===== src/rtl/prio_scan_encoder.sv =====
// rtl/prio_scan_encoder.sv - MSB-first sequential priority scan encoder; optional PRIO_SCAN_COUNT_EN adds a remaining count
module prio_scan_encoder #(
  parameter int  WIDTH      = 8,
  parameter bit  ACTIVE_LOW = 1'b1,
  localparam int IDX_W      = $clog2(WIDTH)
) (
  input  logic             clk,
  input  logic             reset,
  input  logic             load,
  input  logic [WIDTH-1:0] req_in,
  output logic             out_valid,
  input  logic             out_ready,
  output logic [IDX_W-1:0] out_idx,
  output logic [IDX_W:0]   out_code,
  output logic             busy,
  output logic             done
`ifdef PRIO_SCAN_COUNT_EN
  ,
  output logic [IDX_W:0]   remaining
`endif
);

  typedef enum logic {
    IDLE = 1'b0,
    SCAN = 1'b1
  } state_t;

  state_t           state_q, state_d;
  logic [WIDTH-1:0] pending_q, pending_d;
  logic [WIDTH-1:0] nreq;
  logic [WIDTH-1:0] sel_mask;
  logic [IDX_W-1:0] hi_idx;
  logic             done_q, done_d;
  logic             xfer;

  // Legacy encoders used active-low request lines; fold polarity in once here.
  assign nreq = ACTIVE_LOW ? ~req_in : req_in;

  // Highest set bit of the registered pending vector; later (higher) bits win.
  always_comb begin
    hi_idx = '0;
    for (int i = 0; i < WIDTH; i++) begin
      if (pending_q[i]) hi_idx = IDX_W'(i);
    end
  end

  // One-hot mask of the bit being handed out, used to retire it on transfer.
  always_comb begin
    sel_mask         = '0;
    sel_mask[hi_idx] = 1'b1;
  end

  assign out_valid = (state_q == SCAN);
  assign busy      = (state_q == SCAN);
  assign out_idx   = out_valid ? hi_idx : '0;
  assign out_code  = out_valid ? {1'b1, hi_idx} : '0;
  assign done      = done_q;
  assign xfer      = out_valid & out_ready;

  // State register: pending bits, scan state and the registered done pulse.
  always_ff @(posedge clk or posedge reset) begin
    if (reset) begin
      state_q   <= IDLE;
      pending_q <= '0;
      done_q    <= 1'b0;
    end else begin
      state_q   <= state_d;
      pending_q <= pending_d;
      done_q    <= done_d;
    end
  end

  // Next state: capture in IDLE, retire one bit per accepted index in SCAN.
  always_comb begin
    state_d   = state_q;
    pending_d = pending_q;
    done_d    = 1'b0;
    case (state_q)
      IDLE: begin
        if (load) begin
          pending_d = nreq;
          if (nreq != '0) state_d = SCAN;
          else            done_d  = 1'b1;
        end
      end
      SCAN: begin
        if (out_ready) begin
          pending_d = pending_q & ~sel_mask;
          if ((pending_q & ~sel_mask) == '0) begin
            state_d = IDLE;
            done_d  = 1'b1;
          end
        end
      end
      default: begin
        state_d   = IDLE;
        pending_d = '0;
      end
    endcase
  end

`ifdef PRIO_SCAN_COUNT_EN
  logic [IDX_W:0] remaining_q;

  function automatic logic [IDX_W:0] popcount(input logic [WIDTH-1:0] v);
    logic [IDX_W:0] cnt;
    cnt = '0;
    for (int i = 0; i < WIDTH; i++) cnt = cnt + (IDX_W+1)'(v[i]);
    return cnt;
  endfunction

  // Count of requests still to be emitted; tracks pending without a popcount on the output path.
  always_ff @(posedge clk or posedge reset) begin
    if (reset) begin
      remaining_q <= '0;
    end else if ((state_q == IDLE) && load) begin
      remaining_q <= popcount(nreq);
    end else if (xfer) begin
      remaining_q <= remaining_q - 1'b1;
    end
  end

  assign remaining = remaining_q;
`endif

endmodule


===== config.mk =====
export PLATFORM = sky130hd
export DESIGN_NAME = prio_scan_encoder
export DESIGN_NICKNAME = d
export VERILOG_FILES = /design/src/rtl/prio_scan_encoder.sv
export SDC_FILE = /design/constraint.sdc
export NUM_CORES = 1
export LEC_CHECK = 0
export CORE_MARGIN = 1.5
export CORE_UTILIZATION = 43
export DETAILED_ROUTE_END_ITERATION = 10
export GPL_TIMING_DRIVEN = 1
export PLACE_DENSITY = 0.86
export SYNTH_ARGS = -nofsm -noshare
export SYNTH_HDL_FRONTEND = slang
export SYNTH_SLANG_ARGS = --single-unit

===== constraint.sdc =====
create_clock -name clk -period 1.8 [get_ports clk]
set_clock_uncertainty 0.1 [all_clocks]
set_input_delay 0.54 -clock clk [delete_from_list [all_inputs] [get_ports clk]]
set_output_delay 0.54 -clock clk [all_outputs]
set_load 0.02 [all_outputs]

==> metrics.txt, run 1 <==
outcome=finished with violations; failing checks=negative setup slack; Yosys warnings=0; most frequent cells in the layout=buf_4, o21ai_0, clkdlybuf4s50_1, nand2_1, dfrtp_1; port bufs=21; most common cell after layout, fill and taps aside=buf_4; Fin Hold WS=~450 ps; total die area=0.00170 mm^2; Worst Tran Pin Value=411 ps; root buf cell=clkbuf_4; clk sinks=10; Antenna Nets Post-Route=0; max_cap viols=0; leakage power=around 0.49 nW; FF-to-FF Start=pending_q[2]; initial antenna violation count=0; CP required=1160 ps; Residual DRC=0; clock slew seen by the registers of the worst setup and hold paths=approximately 80 ps; WP data arrival=between 1000 and 1500 ps; CP Class=reg2out; n_diodes=0; H-Tree Level Count=1; Post-Layout Cell Count=135; hold crit path type=in2async; CORE AREA=0.00133 mm^2; Final nets=133; Pre-antenna DRT Iters=4; Synth Area per Inst=about 8.5 um^2; die span in y=between 40 and 50 um; final period demand of the worst path=2040 ps; fin. max-slew vios=0; worst reg2reg path depth=6; CTS tree=yes; via density per instance=about 6; Yosys cell types=28; Final period util=113%; io pins=22; share of layout cells above drive strength 1=between 40% and 50%; syn nets=86; global route total overflow=0; VDD IR max=about 1.1 mV; fmax=approximately 490 MHz; total CTS buffers=3; worst relative slew slack=72.6%; final hold vios=0; clk buf depth=2; Pwr Density=approximately 2200 mW/mm^2; GP Congestion=just over 0.9; mapped cell area=629 um^2; DP Wirelength=1.52 mm; Area Overhead vs Synth=72.6%; Post-Syn Instances=74; global-route wire length before repair=around 4.1 mm; number of global-route vias before repair=roughly 800; worst skew pair latency=280 ps; crit-path max FO=2; DRT Wirelength=2.48 mm; row count=13; crit start category=register; GR Util All Layers=roughly two fifths; largest net degree at the start of global routing=11; die span in x=between 40 and 50 um; RSZ-0062 raised after global routing=yes; Hold-fix buffers, CTS=0; #FFs+latches synth=10; fin worst setup slack=-235 ps; Starting Density=47.2%; endpoint class of the critical path=primary output; reg-to-reg endpoint=busy; placed cell count=123; drt wl/cell=~18 um; drt first-iter violations=43; worst reg-to-reg setup slack=~70 ps; setup violators final=6; sequential element share of the synthesized area=about two fifths; via count=827
-- power breakdown --
group          switching [mW]  total [mW]  internal [mW]
clock network          0.0939       0.217          0.123
logic                   0.830        1.67          0.841
registers               0.128       0.450          0.322
-- through the flow --
| stage | setup TNS [ps] | utilization (%) | power (mW) | cell area [um^2] | worst slack, ps |
|---|---|---|---|---|---|
| 3_5_place_dp | -1690 | 72.6 | 1.84 | 968 | -317 |
| 5_1_grt | -1420 | 81.4 | 2.48 | 1090 | -291 |
| 4_1_cts | -853 | 82.3 | 2.28 | 1100 | -202 |
| 3_3_place_gp | -1380 | 72.6 | 1.79 | 968 | -279 |
| 6_report | -1140 | 81.4 | 2.34 | 1090 | -235 |
| 2_1_floorplan | 0 | - | 1.23 | 638 | 20.8 |
-- cell type report --
class | count | area, um^2
clock buffer | 4 | 36.3
fill | 78 | 248
inverter | 5 | 20.0
multi-input combinational | 53 | 355
sequential | 10 | 255
tap | 15 | 18.8
timing repair buffer | 48 | 400
-- cell families after synthesis --
group	after synthesis	synth area share [%]
flip-flops	10	39.8
AO/OA/AOI/OAI	31	31.4
buffers and inverters	11	9.54
AND/OR/NAND/NOR	22	19.3
-- worst max-delay path, cell delays in order (launching register included) --
cell and delay [ps]:
dfrtp_1 410, nor2b_4 140, o21bai_1 120, a21oi_1 80, o21a_1 220, buf_6 140
-- what timing repair did --
action                                  in CTS  in global routing
buffers inserted                            10                  3
pin swaps                                    3                  7
resized for setup                           48                  8
gates cloned                                 0                  0
endpoints found under the setup margin      10                 12
-- metal layers --
metal / part of all wire (%) / vias to the layer above / track usage [%]
met5: 0 / - / 0
met4: 5.1 / 0 / 27.4
met3: 6.7 / 18 / 17.9
met2: 51 / 60 / 60.9
met1: 38 / 388 / 39.0
li1: - / 361 / -
-- state kept, by name (all words and copies together) (netlist names) --
name       flops
busy           1
done           1
pending_q      8
-- cells in the mapped netlist (all sizes together) --
cell type	instances	area share, %
inv	4	2.4
and3	1	0.99
a31oi	1	0.99
o211ai	2	2.4
a221oi	1	1.4
nand2	6	3.6
dfrtp	10	40
clkbuf	1	0.60
or3	1	1.8
o2bb2ai	1	1.4
buf	5	6.0
a211oi	1	2.0
o22ai	2	3.0
a2bb2oi	1	1.4
o21ai	13	10
nor3	2	2.4
or2	1	0.99
o21a	1	1.2
o311ai	1	1.4
nor4	1	2.0
a21oi	6	4.8
o21bai	1	1.2
nor2b	1	0.99
nor2	6	3.6
clkinv	1	0.60
nand4	3	3.0
-- worst max-delay path by stage --
stage            startpoint     endpoint  slack (ps)  cells past startpoint
6_report       pending_q[1]  out_code[0]        -240                      5
5_1_grt        pending_q[1]   out_idx[0]        -290                      5
4_1_cts        pending_q[1]  out_code[0]        -200                      5
3_5_place_dp   pending_q[5]  out_code[1]        -320                      4
3_3_place_gp   pending_q[1]   out_idx[0]        -280                      5
2_1_floorplan  pending_q[7]   out_idx[2]          20                      3
Note: power is estimated with default switching activity, not from simulation.
==> run 2, diff against run 1 <==
SLEW_MARGIN = 20   (was default)
==> results of run 2 <==
Same layout as run 1: the final DEF is identical, and so are final timing and power.
==> run 3, diff against run 2 <==
CAP_MARGIN = 20   (was default)
==> results of run 3 <==
Same layout as run 1: the final DEF is identical, and so are final timing and power.
==> edit: new RTL, config.mk and constraints of run 1 <==
`pending_q` no longer has a reset.
--- a/src/rtl/prio_scan_encoder.sv
+++ b/src/rtl/prio_scan_encoder.sv
@@ -63,3 +63,2 @@
       state_q   <= IDLE;
-      pending_q <= '0;
       done_q    <= 1'b0;
@@ -67,5 +66,8 @@
       state_q   <= state_d;
-      pending_q <= pending_d;
       done_q    <= done_d;
     end
+  end
+
+  always_ff @(posedge clk) begin
+    pending_q <= pending_d;
   end
Formal check against the unedited RTL: no difference found for any inputs over 10 cycles, from zero or initial values and one cycle with reset high; that may be too few to reach the edited logic, so the function may still have changed.
==> edit against run 1 <==
  * The run still ends with setup timing left
  * Die area grew 5.2%
  * Wire length down 18%
  * Synthesized area grew 5.6%
  * Combinational power down 11%
  * Final area rose by 0.81%
  * First-iteration DRC count shrank 84%
  * Sequential cell count stayed put
  * Register-to-register slack worse by 0.10 ns
  * Power is 7.3% lower
  * Fmax shrank 3.6%
  * Via count decreased by 18%
  * Count of clock-buffer cells in the layout is 1 lower
  * Setup slack got worse by 0.076 ns
  * Critical endpoint is now out_code[1]
  * Largest cell class unchanged
  * Largest power group unchanged
==> edit: results <==
routing:
  m1WireLength_um: 773
  wl_met3_um: 65
  vias: 678
  wl_met2_um: 1134
  drtIter0Drc: 7
  wirelength_um: 2032
status:
  outcome: "complete, but fails checks"
  violations: "setup timing"
yosys:
  synthCells: 66
  async_flop_share_pct: 20.00
  synth_edf_count: 8
  ys.flop_type: "edfxtp_1"
  synth_cell_types: 31
  yosys-top-cells-count: "8 x edfxtp_1, 7 x buf_4, 7 x o21ai_0"
  synth_nets: 78
  synth_mux_area_share_pct: 1.695
  synth_compound_area_share_pct: 22.98
clock_tree:
  cts_resized: 46
critical_path:
  rr_startpoint: "pending_q[4]"
  critical_path.top_delay_family: "flip-flops"
  critPathMaxStageDelay_ns: 0.46
  cp_slowest_cell: "edfxtp_1"
  crit_path_max_fanout: 3
  critPathLaunch: "pending_q[5]"
place:
  globalplace.congestion: 0.8240
  placed_cells: 105
  place_hpwl_um: 1285
  dpl_cell_area_sq_um: 910.9
  dp_slack_ns: -0.3552
timing:
  finalSetupViolCount: 8
  worst_slack_ns: -0.3111
global_routing:
  grt_max_degree: 14
  grt_pass1_wl_um: 2766
cells_and_area:
  drive_gt1_share_pct: 50.48
power_and_ir_drop:
  ir_worst_vdd_uv: 905.5
==> edit: cell types whose count changed after synthesis, moves of 4 or more <==
cell      delta
edfxtp_1     +8
dfrtp_1      -8
nand3_1      +4
o21ai_0      -6
nand2_1      -4
==> edit: layout make-up <==
class / instances / area [sq um]
clock inverter: 1 / 3.754
fill: 98 / 376.6
sequential: 10 / 291.5
inverter: 3 / 11.26
multi-input combinational: 43 / 337.8
clock buffer: 3 / 22.52
timing repair buffer: 45 / 407.9
tap: 16 / 20.02
==> edit: path summary, 6_finish.rpt <==
kind	endpoint	slack, ns	cells after the start
setup / recovery	out_code[1]	-0.31	4
hold / removal	busy	0.33	2
setup reg to reg	pending_q[2]	-0.03	5
hold reg to reg	pending_q[0]	0.60	2
max in group asynchronous	busy	1.15	2
min in group clk	pending_q[0]	0.60	2
==> edit: power by group through the flow <==
stage	Combinational, W	Clock, W	Sequential [W]
finish	0.00149	0.000155	0.000522
global route	0.00157	0.000178	0.000532
CTS	0.00130	0.000159	0.000498
detailed placement	0.00111	0	0.000512
global placement	0.00107	0	0.000499
floorplan	0.000716	0	0.000496
==> edit: worst reg2reg max path, cell delays in order, from the launching register on <==
cell and delay, ns:
edfxtp_1 0.46, buf_6 0.16, buf_6 0.11, or4_4 0.54, o211ai_2 0.15, o21ai_1 0.08
==> edit: logic make-up (layout without fill, tap and decap cells) <==
group | Yosys count | after routing
AOI/OAI and AO/OA | 23 | 23
buffers and inverters | 13 | 52
muxes | 1 | 1
and+or+nand+nor | 19 | 19
DFF | 10 | 10
==> edit: metal layers <==
| layer | up-vias | global-route usage (%) |
|---|---|---|
| met2 | 24 | 37.54 |
| li1 | 323 | - |
| met4 | 0 | 5.625 |
| met1 | 325 | 26.26 |
| met5 | - | 0 |
| met3 | 6 | 3.879 |
